**src/rtl/bkm_drv_pkg.sv**
```systemverilog
// Shared types for the bkm_steps stimulus sequencer: FSM states, tag bundle,
// FIFO pointer sizing helper.
package bkm_drv_pkg;

  typedef enum logic {
    IDLE = 1'b0,
    GAP  = 1'b1
  } drv_state_e;

  localparam int FIFO_DEPTH_DEF = 4;

  // Pointer width for a power-of-two FIFO of the given depth
  function automatic int ptr_w(input int depth);
    return (depth > 1) ? $clog2(depth) : 1;
  endfunction

  localparam int FIFO_PTR_W = ptr_w(FIFO_DEPTH_DEF);

  typedef struct packed {
    logic       mode;
    logic [1:0] format;
  } drv_tag_t;

endpackage

```
**src/rtl/bkm_steps_stim_seq_if.sv**
```systemverilog
// Operand-set stream into the sequencer and issued-set bus out of it.
// slave = the sequencer, master = whoever feeds it and consumes its output.
interface bkm_steps_stim_seq_if #(
  parameter int WD = 72,
  parameter int WC = 21
);
  logic          in_valid;
  logic          in_ready;
  logic          in_mode;
  logic [1:0]    in_format;
  logic [WD-1:0] in_X;
  logic [WD-1:0] in_Y;
  logic [WC-1:0] in_u;
  logic [WC-1:0] in_v;

  logic            out_valid;
  logic            out_mode;
  logic [1:0]      out_format;
  logic [2*WD-1:0] X_in_csd;
  logic [2*WD-1:0] Y_in_csd;
  logic [WC-1:0]   u_in_bin;
  logic [WC-1:0]   v_in_bin;

  modport slave (
    input  in_valid, in_mode, in_format, in_X, in_Y, in_u, in_v,
    output in_ready,
    output out_valid, out_mode, out_format, X_in_csd, Y_in_csd, u_in_bin, v_in_bin
  );

  modport master (
    output in_valid, in_mode, in_format, in_X, in_Y, in_u, in_v,
    input  in_ready,
    input  out_valid, out_mode, out_format, X_in_csd, Y_in_csd, u_in_bin, v_in_bin
  );
endinterface

```
**src/rtl/bin2csd.sv**
```systemverilog
// Two's complement to canonical signed digit (non-adjacent form).
// Digit i lives in csd_o[2i+1:2i] as {neg, pos}: 01 = +1, 10 = -1, 00 = 0.
// Digit i is bit i+1 of 3x minus bit i+1 of x; bit 0 of 3x equals x[0], so the
// sum only needs bits W:1, computed from the sign-extended operand.
module bin2csd #(
  parameter int W = 72
) (
  input  logic [W-1:0]   bin_i,
  output logic [2*W-1:0] csd_o
);
  logic [W:0]   xs;
  logic [W-1:0] x3_hi;
  logic [W-1:0] pos;
  logic [W-1:0] neg;

  assign xs    = {bin_i[W-1], bin_i};
  assign x3_hi = xs[W:1] + xs[W-1:0];
  assign pos   = x3_hi & ~xs[W:1];
  assign neg   = ~x3_hi & xs[W:1];

  // Interleave the positive/negative digit planes
  always_comb begin
    csd_o = '0;
    for (int i = 0; i < W; i++) begin
      csd_o[2*i]   = pos[i];
      csd_o[2*i+1] = neg[i];
    end
  end
endmodule

```
**src/rtl/bkm_drv_fifo.sv**
```systemverilog
// Synchronous FIFO with registered occupancy; head is read combinationally.
// Push is ignored while full, pop is ignored while empty.
module bkm_drv_fifo
  import bkm_drv_pkg::*;
#(
  parameter int DEPTH = 4,
  parameter int W     = 8
) (
  input  logic                   clk,
  input  logic                   srst,
  input  logic                   push_i,
  input  logic                   pop_i,
  input  logic [W-1:0]           din_i,
  output logic [W-1:0]           dout_o,
  output logic                   full_o,
  output logic                   empty_o,
  output logic [$clog2(DEPTH):0] level_o
);
  localparam int PW = ptr_w(DEPTH);

  logic [W-1:0]  mem_q [DEPTH];
  logic [PW-1:0] wr_ptr_q;
  logic [PW-1:0] rd_ptr_q;
  logic [PW:0]   level_q;
  logic          do_push;
  logic          do_pop;

  assign full_o  = (level_q == (PW+1)'(DEPTH));
  assign empty_o = (level_q == '0);
  assign do_push = push_i & ~full_o;
  assign do_pop  = pop_i & ~empty_o;
  assign dout_o  = mem_q[rd_ptr_q];
  assign level_o = level_q;

  // Pointers and occupancy; reset flushes and drops a same-cycle push
  always_ff @(posedge clk) begin
    if (srst) begin
      wr_ptr_q <= '0;
      rd_ptr_q <= '0;
      level_q  <= '0;
    end else begin
      if (do_push) wr_ptr_q <= wr_ptr_q + 1'b1;
      if (do_pop)  rd_ptr_q <= rd_ptr_q + 1'b1;
      level_q <= level_q + (PW+1)'(do_push) - (PW+1)'(do_pop);
    end
  end

  // Storage array, no reset needed since pointers define validity
  always_ff @(posedge clk) begin
    if (do_push) mem_q[wr_ptr_q] <= din_i;
  end
endmodule

```
**src/rtl/bkm_steps_stim_seq.sv**
```systemverilog
// Buffered, back-pressured stimulus source for the bkm_steps datapath.
// Operand sets are queued, then issued at a cadence of gap+1 cycles with X/Y
// converted to CSD on the way into the output register.
// Optional macro BKM_DRV_SWEEP_EN: src_sel=1 issues from internal sweep
// counters instead of the FIFO.
module bkm_steps_stim_seq
  import bkm_drv_pkg::*;
#(
  parameter int WD    = 72,
  parameter int WC    = 21,
  parameter int DEPTH = 4,
  parameter int GAP_W = 4
) (
  input  logic                   clk,
  input  logic                   srst,
  input  logic                   enable,
  input  logic [GAP_W-1:0]       gap,
  input  logic                   src_sel,
  bkm_steps_stim_seq_if.slave    bus,
  output logic [$clog2(DEPTH):0] fifo_level,
  output logic [15:0]            issue_cnt
);
  typedef struct packed {
    drv_tag_t      tag;
    logic [WD-1:0] x;
    logic [WD-1:0] y;
    logic [WC-1:0] u;
    logic [WC-1:0] v;
  } opset_t;

  opset_t          push_set;
  opset_t          head_set;
  opset_t          src_set;
  logic            fifo_full;
  logic            fifo_empty;
  logic            fifo_pop;
  logic            has_data;
  logic            issue;
  drv_state_e      state_q, state_d;
  logic [GAP_W-1:0] gap_cnt_q, gap_cnt_d;
  logic [2*WD-1:0] x_csd, y_csd;

  logic            out_valid_q, out_mode_q;
  logic [1:0]      out_format_q;
  logic [2*WD-1:0] x_csd_q, y_csd_q;
  logic [WC-1:0]   u_q, v_q;
  logic [15:0]     issue_cnt_q;

  assign push_set = '{tag: '{mode: bus.in_mode, format: bus.in_format},
                      x: bus.in_X, y: bus.in_Y, u: bus.in_u, v: bus.in_v};

  bkm_drv_fifo #(.DEPTH(DEPTH), .W($bits(opset_t))) u_fifo (
    .clk     (clk),
    .srst    (srst),
    .push_i  (bus.in_valid),
    .pop_i   (fifo_pop),
    .din_i   (push_set),
    .dout_o  (head_set),
    .full_o  (fifo_full),
    .empty_o (fifo_empty),
    .level_o (fifo_level)
  );

  assign bus.in_ready = ~fifo_full;
  assign issue        = (state_q == IDLE) & enable & has_data;

`ifdef BKM_DRV_SWEEP_EN
  logic [WD-1:0] sw_x_q, sw_y_q;
  logic [WC-1:0] sw_u_q, sw_v_q;

  assign has_data = src_sel | ~fifo_empty;
  assign fifo_pop = issue & ~src_sel;

  // Source mux: sweep counters carry live tags, FIFO head carries stored ones
  always_comb begin
    src_set = head_set;
    if (src_sel) begin
      src_set = '{tag: '{mode: bus.in_mode, format: bus.in_format},
                  x: sw_x_q, y: sw_y_q, u: sw_u_q, v: sw_v_q};
    end
  end

  // Sweep counters step one LSB per sweep issue, wrapping at their width
  always_ff @(posedge clk) begin
    if (srst) begin
      sw_x_q <= '0;
      sw_y_q <= '0;
      sw_u_q <= '0;
      sw_v_q <= '0;
    end else if (issue && src_sel) begin
      sw_x_q <= sw_x_q + 1'b1;
      sw_y_q <= sw_y_q + 1'b1;
      sw_u_q <= sw_u_q + 1'b1;
      sw_v_q <= sw_v_q + 1'b1;
    end
  end
`else
  logic unused_src_sel;

  assign unused_src_sel = src_sel;
  assign has_data       = ~fifo_empty;
  assign fifo_pop       = issue;
  assign src_set        = head_set;
`endif

  bin2csd #(.W(WD)) u_csd_x (.bin_i(src_set.x), .csd_o(x_csd));
  bin2csd #(.W(WD)) u_csd_y (.bin_i(src_set.y), .csd_o(y_csd));

  // State and gap counter registers
  always_ff @(posedge clk) begin
    if (srst) begin
      state_q   <= IDLE;
      gap_cnt_q <= '0;
    end else begin
      state_q   <= state_d;
      gap_cnt_q <= gap_cnt_d;
    end
  end

  // Next state: issue from IDLE loads the gap; GAP counts down while enabled
  always_comb begin
    state_d   = state_q;
    gap_cnt_d = gap_cnt_q;
    unique case (state_q)
      IDLE: begin
        if (issue) begin
          gap_cnt_d = gap;
          state_d   = (gap != '0) ? GAP : IDLE;
        end
      end
      GAP: begin
        if (enable) begin
          gap_cnt_d = gap_cnt_q - 1'b1;
          if (gap_cnt_q == GAP_W'(1)) state_d = IDLE;
        end
      end
      default: state_d = IDLE;
    endcase
  end

  // Output register: strobe each issue, hold data between strobes
  always_ff @(posedge clk) begin
    if (srst) begin
      out_valid_q  <= 1'b0;
      out_mode_q   <= 1'b0;
      out_format_q <= '0;
      x_csd_q      <= '0;
      y_csd_q      <= '0;
      u_q          <= '0;
      v_q          <= '0;
      issue_cnt_q  <= '0;
    end else begin
      out_valid_q <= issue;
      if (issue) begin
        out_mode_q   <= src_set.tag.mode;
        out_format_q <= src_set.tag.format;
        x_csd_q      <= x_csd;
        y_csd_q      <= y_csd;
        u_q          <= src_set.u;
        v_q          <= src_set.v;
        issue_cnt_q  <= issue_cnt_q + 16'd1;
      end
    end
  end

  assign bus.out_valid  = out_valid_q;
  assign bus.out_mode   = out_mode_q;
  assign bus.out_format = out_format_q;
  assign bus.X_in_csd   = x_csd_q;
  assign bus.Y_in_csd   = y_csd_q;
  assign bus.u_in_bin   = u_q;
  assign bus.v_in_bin   = v_q;
  assign issue_cnt      = issue_cnt_q;
endmodule

```
**src/flat_wrapper.sv**
```systemverilog
// flat-port wrapper written by rule: the top's interface ports become plain ports
module bkm_steps_stim_seq_flat import bkm_drv_pkg::*;
#(
  parameter int WD    = 72,
  parameter int WC    = 21,
  parameter int DEPTH = 4,
  parameter int GAP_W = 4
)
  (clk, srst, enable, gap, src_sel, fifo_level, issue_cnt, bus_in_valid, bus_in_mode, bus_in_format, bus_in_X, bus_in_Y, bus_in_u, bus_in_v, bus_in_ready, bus_out_valid, bus_out_mode, bus_out_format, bus_X_in_csd, bus_Y_in_csd, bus_u_in_bin, bus_v_in_bin);
  bkm_steps_stim_seq_if #(.WD(WD), .WC(WC)) bus_i ();
  input  logic clk;
  input  logic srst;
  input  logic enable;
  input  logic [GAP_W-1:0] gap;
  input  logic src_sel;
  output logic [$clog2(DEPTH):0] fifo_level;
  output logic [15:0] issue_cnt;
  input wire logic [$bits(bus_i.in_valid)-1:0] bus_in_valid;
  input wire logic [$bits(bus_i.in_mode)-1:0] bus_in_mode;
  input wire logic [$bits(bus_i.in_format)-1:0] bus_in_format;
  input wire logic [$bits(bus_i.in_X)-1:0] bus_in_X;
  input wire logic [$bits(bus_i.in_Y)-1:0] bus_in_Y;
  input wire logic [$bits(bus_i.in_u)-1:0] bus_in_u;
  input wire logic [$bits(bus_i.in_v)-1:0] bus_in_v;
  output wire logic [$bits(bus_i.in_ready)-1:0] bus_in_ready;
  output wire logic [$bits(bus_i.out_valid)-1:0] bus_out_valid;
  output wire logic [$bits(bus_i.out_mode)-1:0] bus_out_mode;
  output wire logic [$bits(bus_i.out_format)-1:0] bus_out_format;
  output wire logic [$bits(bus_i.X_in_csd)-1:0] bus_X_in_csd;
  output wire logic [$bits(bus_i.Y_in_csd)-1:0] bus_Y_in_csd;
  output wire logic [$bits(bus_i.u_in_bin)-1:0] bus_u_in_bin;
  output wire logic [$bits(bus_i.v_in_bin)-1:0] bus_v_in_bin;
  assign bus_i.in_valid = bus_in_valid;
  assign bus_i.in_mode = bus_in_mode;
  assign bus_i.in_format = bus_in_format;
  assign bus_i.in_X = bus_in_X;
  assign bus_i.in_Y = bus_in_Y;
  assign bus_i.in_u = bus_in_u;
  assign bus_i.in_v = bus_in_v;
  assign bus_in_ready = bus_i.in_ready;
  assign bus_out_valid = bus_i.out_valid;
  assign bus_out_mode = bus_i.out_mode;
  assign bus_out_format = bus_i.out_format;
  assign bus_X_in_csd = bus_i.X_in_csd;
  assign bus_Y_in_csd = bus_i.Y_in_csd;
  assign bus_u_in_bin = bus_i.u_in_bin;
  assign bus_v_in_bin = bus_i.v_in_bin;
  bkm_steps_stim_seq #(.WD(WD), .WC(WC), .DEPTH(DEPTH), .GAP_W(GAP_W)) u_core (.clk(clk), .srst(srst), .enable(enable), .gap(gap), .src_sel(src_sel), .bus(bus_i), .fifo_level(fifo_level), .issue_cnt(issue_cnt));
endmodule
```
**config.mk**
```make
export PLATFORM = sky130hd
export DESIGN_NAME = bkm_steps_stim_seq_flat
export DESIGN_NICKNAME = d
export VERILOG_FILES = /design/src/rtl/bkm_drv_pkg.sv /design/src/rtl/bkm_steps_stim_seq_if.sv /design/src/rtl/bin2csd.sv /design/src/rtl/bkm_drv_fifo.sv /design/src/rtl/bkm_steps_stim_seq.sv /design/src/flat_wrapper.sv
export SDC_FILE = /design/constraint.sdc
export NUM_CORES = 2
export LEC_CHECK = 0
export CAP_MARGIN = 10
export CORE_MARGIN = 4
export CORE_UTILIZATION = 44
export DETAILED_ROUTE_END_ITERATION = 7
export MAX_ROUTING_LAYER = met4
export PLACE_DENSITY = 0.7
export SYNTH_ARGS = -nofsm -noshare
export SYNTH_HDL_FRONTEND = slang
export SYNTH_SLANG_ARGS = --single-unit
```
**constraint.sdc**
```tcl
create_clock -name clk -period 8.5 [get_ports clk]
set_input_delay 2.125 -clock clk [delete_from_list [all_inputs] [get_ports clk]]
set_output_delay 2.125 -clock clk [all_outputs]
set_load 0.05 [all_outputs]
```
Word-level counts from Yosys, hierarchy flattened
Memory sizes are Yosys's and may differ from the RTL's. A register that Yosys moved wholly into a read port is not among the register bits.
Cells that the tools add are included.
{"block": "op_classes", "addsub": 8, "n_eq_ne": 4, "reduce_logical": 3, "bitwise_logic": 15, "mux": 12}
{"operator": "bitwise AND 72 bit", "count": 4}
{"operator": "inverter 72 bit", "count": 4}
{"operator": "adder 72 bit", "count": 2}
{"operator": "adder 16 x 1 -> 16 bit (second input constant)", "count": 1}
{"operator": "2-to-1 mux 4 bit", "count": 2}
{"operator": "one-hot mux 4 bit (2 select lines)", "count": 1}
{"operator": "2-to-1 mux 1 bit", "count": 6}
{"operator": "adder 2 x 1 -> 2 bit (second input constant)", "count": 2}
{"operator": "bitwise AND 1 bit", "count": 4}
{"operator": "== test 4 x 1 -> 1 bit (second input constant)", "count": 1}
{"operator": "2-to-1 mux 2 bit", "count": 2}
{"operator": "inequality test 2 bit (second input constant)", "count": 2}
{"operator": "nonzero test 4 bit", "count": 1}
{"operator": "subtractor 4 x 1 -> 4 bit (second input constant)", "count": 1}
{"operator": "adder 3 x 1 -> 3 bit", "count": 1}
{"operator": "== test 3 bit (second input constant)", "count": 1}
{"operator": "logical NOT 3 bit", "count": 1}
{"operator": "inverter 1 bit", "count": 3}
{"operator": "subtractor 3 x 1 -> 3 bit", "count": 1}
{"operator": "one-hot mux 1 bit (2 select lines)", "count": 1}
{"operator": "AND reduction 2 bit", "count": 1}
{"block": "word_totals", "in_bits": 198, "ramBits": 756, "wordCells": 56, "memories": 1, "reg_bits": 362}
{"name": "u_core.u_fifo.mem_q", "words": 4, "word_bits": 189, "rd": 1, "rd_clocked_by_memory_dff": 1, "write_ports": 1, "line": "bkm_drv_fifo.sv:21", "text": "logic [W-1:0] mem_q [DEPTH];"}

Longest topological paths before layout
{"block": "depth", "depth_word": 6, "mapped_depth": 17, "mapped_depth_nobuf": 14}

Hierarchy
From an unflattened synthesis, not the netlist that was laid out.
{"block": "hier_totals", "cells_unflattened": 4410, "area_unflattened_um2": 51323.0}
{"mod": "bkm_drv_fifo", "area_per_inst_um2": 27714.1, "n_inst": 1, "cells_per_inst": 1038}
{"mod": "bkm_steps_stim_seq", "area_per_inst_um2": 12258.0, "n_inst": 1, "cells_per_inst": 1560}
{"mod": "bin2csd (u_core.u_csd_y)", "area_per_inst_um2": 6144.6, "n_inst": 1, "cells_per_inst": 982}
{"mod": "bin2csd (u_core.u_csd_x)", "area_per_inst_um2": 5206.2, "n_inst": 1, "cells_per_inst": 830}

Worst setup path after synthesis
Ideal clock, no wire load.
{"block": "synth_timing", "kind": "input to register", "startpoint": "input bus_in_valid", "endpoint": "memory u_core.u_fifo.mem_q[0][0] (netlist name) (enable)", "n_path_buf": 0, "setup_time_ns": 0.574, "path_stages": 1, "required_ns": 7.926, "t_arrival_ns": 6.496, "setup_slack_ns": 1.430, "cell_sequence": "and3_1"}
{"block": "synth_between", "elab_chain_len": 3}
{"item": "start, declared", "line": "flat_wrapper.sv:18", "text": "input wire logic [$bits(bus_i.in_valid)-1:0] bus_in_valid;"}
{"item": "bitwise AND 1 bit", "line": "bkm_drv_fifo.sv:30", "text": "assign do_push = push_i & ~full_o;"}
{"item": "2-to-1 mux 1 bit", "line": "bkm_drv_fifo.sv:50", "text": "if (do_push) mem_q[wr_ptr_q] <= din_i;"}
{"item": "2-to-1 mux 1 bit (implied by the code)", "line": "bkm_drv_fifo.sv:50"}
{"item": "end, declared", "line": "bkm_drv_fifo.sv:21"}
Every way passes these cells.

==> impl_metrics.tcl <==
set metrics [dict create \
    wl_met1_mm 59.6 \
    row_count 122 \
    synth_flop_cell "edfxtp_1" \
    numCtsBuffers 112 \
    core_sq_um 111000 \
    grt_pass1_wl_mm 212 \
    drt-total-wl_mm 142 \
    routed_via_density 5.74 \
    synth-xor-area-share_pct 2.48 \
    overflow 0 \
    area_growth_pct 21.9 \
    antenna_found_initial 13 \
    avgSynthCellArea_sq_um 12.7 \
    worst_hold_slack_ns 0.451 \
    first_iter_violations 2875 \
    powerDensity_nw_per_um2 416 \
    async_reset_ff_share_pct 0 \
    irDropWorstVdd_mv 0.235 \
    finalSetupViolations 0 \
    grt_pass1_vias 33621 \
    synth_top_family_by_area "compound AO/OA/AOI/OAI gates" \
    critical_path_class "flip-flop to flip-flop" \
    post-route-period-util_pct 67.3 \
    fin_crit_ns 5.72 \
    clock.fmax_mhz 175 \
    layout_common_cells "edfxtp_1, clkdlybuf4s50_1, nand2_1, a21oi_1, dfxtp_1" \
    status "completed" \
    port_buffers 550 \
    synth_cells 3889 \
    fin_ws_ns 2.78 \
    critPathBufInv 1 \
    cpPeakStageDelay_ns 0.81 \
    synthSimpleGateAreaFrac_pct 10.0 \
    route.met2.wl_mm 67.7 \
    path_max_fanout 34 \
    n_fill_cell 9286 \
    worst_pin_slew_ns 1.21 \
    gp_congestion 0.917 \
    hpwl_mm 98.9 \
    placed_area_sq_um 56300 \
    met3_length_mm 11.4 \
    vias 34295 \
    fp.dieH_microns 343 \
    synth-compound-area-share_pct 11.9 \
    initial_core_util_pct 44.5 \
    finish.instance_area_sq_um 60200 \
    max_cap_viol_count 0 \
    critPathRequiredTime_ns 9.14 \
    synth_edf_count 756 \
    syn_nets 4239 \
    hold_viol 0 \
    synthAdderAreaFrac_pct 3.90 \
    avgRoutedWirePerCell_microns 23.7 \
    dieWidth_microns 343 \
    hp-class "flip-flop to flip-flop" \
    seq_area_frac_synth_pct 60.7 \
    critPathTopFamily "compound AO/OA/AOI/OAI gates" \
    p_leak_nw 20.5 \
    cts_tree "yes" \
    fin_nets 4727 \
    crit_path_start_kind "flip-flop" \
    drive_gt1_share_pct 9.87 \
    setup_tns_ns 0 \
    ys_warn_count 0 \
    dieArea_sq_um 118000 \
    synth_mux_area_share_pct 8.78 \
    drcViolationCount 0 \
    ant_nets 0 \
    dp_worst_setup_slack_ns 2.80 \
    maxSlewViolCount 0 \
    finClkSkew_ns 0.0467 \
    maxSlewHeadroom_pct 19.5 \
    cts-resized-gates 0 \
    ys_seq_elements 1120 \
    cts_root_buf "clkbuf_16" \
    cts_buffer_depth 3 \
    boundaryPins 552 \
    path_clk_slew_ns 0.06 \
    netlist_area_sq_um 49400 \
    yosysUniqueCellTypes 89 \
    total_power_mw 25.0 \
    clock_latency_ns 0.73 \
    rsz0062_at_grt "no" \
    cp_cell_sequence "buf_4 -> mux4_2 -> ha_1 -> and4_1 -> nor4b_1 -> a22oi_1 -> a211o_1 -> a211oi_1 -> nor3_2 -> a21oi_1 -> a31oi_1 -> xnor2_1 -> a22o_1" \
    htreeDepth 3 \
    arrival_ns 6.36 \
    highest_layer "met4" \
    crit_path_top_delay_cell "dfxtp_4" \
    firstDrtPassIters 6 \
    ctsHoldBuffers 0 \
    clock_sinks 1120 \
    layout_commonest_cell "edfxtp_1" \
    cts_setup_buffers 0 \
    end_kind "flip-flop" \
    track_usage_pct 24.3 \
    grt_start_max_net_pins 132 \
]
-- power breakdown --
group | internal, mW | switching (mW)
sequential | 6.73 | 0.458
clock | 2.81 | 2.14
combinational | 4.43 | 8.46
-- metrics by stage --
| step | utilization, % | cells |
|---|---|---|
| 3_5_place_dp | 50.8 | 5751 |
| 6_report | 54.2 | 5978 |
| 3_3_place_gp | 50.8 | 5751 |
| 5_1_grt | 54.2 | 5975 |
| 2_1_floorplan | - | 3889 |
| 4_1_cts | 54.2 | 5965 |
-- routing by layer --
metal	GRT usage, %	up-vias
li1	-	15867
met1	32.6	17017
met2	38.2	1238
met3	4.85	173
met4	6.28	0
met5	-	-
-- final timing paths --
kind / start / cells after the start / slack (ns) / endpoint
worst min-delay path: u_core.bus.Y_in_csd[47]$_SDFFE_PP0P_ / 2 / 0.45 / u_core.bus.Y_in_csd[47]$_SDFFE_PP0P_
worst max-delay path: flip-flop / 13 / 2.78 / u_core.bus.Y_in_csd[134]$_SDFFE_PP0P_
worst min register to register: u_core.bus.Y_in_csd[47]$_SDFFE_PP0P_ / 2 / 0.45 / u_core.bus.Y_in_csd[47]$_SDFFE_PP0P_
worst max register to register: flip-flop / 13 / 2.78 / u_core.bus.Y_in_csd[134]$_SDFFE_PP0P_
-- logic make-up after synthesis --
| kind of cell | after synthesis |
|---|---|
| xor+xnor | 140 |
| fa+ha+maj | 152 |
| simple gates | 1082 |
| compound gates | 921 |
| mux | 196 |
| buf+inv | 278 |
| flops | 1120 |
-- Yosys cell counts, drive strengths merged (12+ instances only) --
cell    number  share of area, %
and3        24              0.30
o211ai      14              0.21
o21a        19              0.29
o31ai       48              0.74
nor4        12              0.15
buf         41              0.34
nor3       101               1.0
mux4       189               8.6
a211o       12              0.21
ha         149               3.8
nor2       242               1.8
xor2        53              0.94
edfxtp     756                46
a211oi      16              0.25
xnor2       87               1.5
nand2      426               3.2
nand4       70              0.90
a21o        81               1.2
o21bai      46              0.71
nor2b       16              0.20
a21oi      399               4.1
o21ai      119               1.2
or3         29              0.37
a22oi       17              0.26
a22o        16              0.28
nand3       98              0.99
inv         65              0.49
and2        13              0.16
dfxtp      364                15
a32o        36              0.73
a31oi       17              0.25
clkbuf     172               1.3
nand3b      13              0.20
-- area by class of cell --
type / instances / area, sq um / area share (%)
antenna: 13 / 32.5 / 0.0541
clock buffer: 168 / 3260 / 5.43
clock inverter: 46 / 534 / 0.888
inverter: 65 / 249 / 0.414
multi-input combinational: 2491 / 18400 / 30.5
sequential: 1120 / 30000 / 49.9
tap: 1488 / 1860 / 3.09
timing repair buffer: 587 / 5850 / 9.73
-- worst register-to-register path, cell delays in order (launching register included) --
cell and delay, ns:
dfxtp_4 0.81, buf_4 0.71, mux4_2 0.68, ha_1 0.44
and4_1 0.33, nor4b_1 0.52, a22oi_1 0.18, a211o_1 0.35
a211oi_1 0.31, nor3_2 0.13, a21oi_1 0.36, a31oi_1 0.21
xnor2_1 0.44, a22o_1 0.20
-- state kept, by name, summed over array words and instances, names as in the netlist, named ones only --
register,cells
u_core.u_fifo.mem_q,756
u_core.bus.X_in_csd,144
u_core.bus.Y_in_csd,144
u_core.bus.u_in_bin,21
u_core.bus.v_in_bin,21
u_core.issue_cnt,16
u_core.gap_cnt_q,4
u_core.u_fifo.level_o,3
u_core.bus.out_format,2
u_core.u_fifo.rd_ptr_q,2
u_core.u_fifo.wr_ptr_q,2
u_core.bus.out_mode,1
u_core.bus.out_valid,1
u_core.state_q,1
No activity file was read; power rests on OpenSTA's default activity.
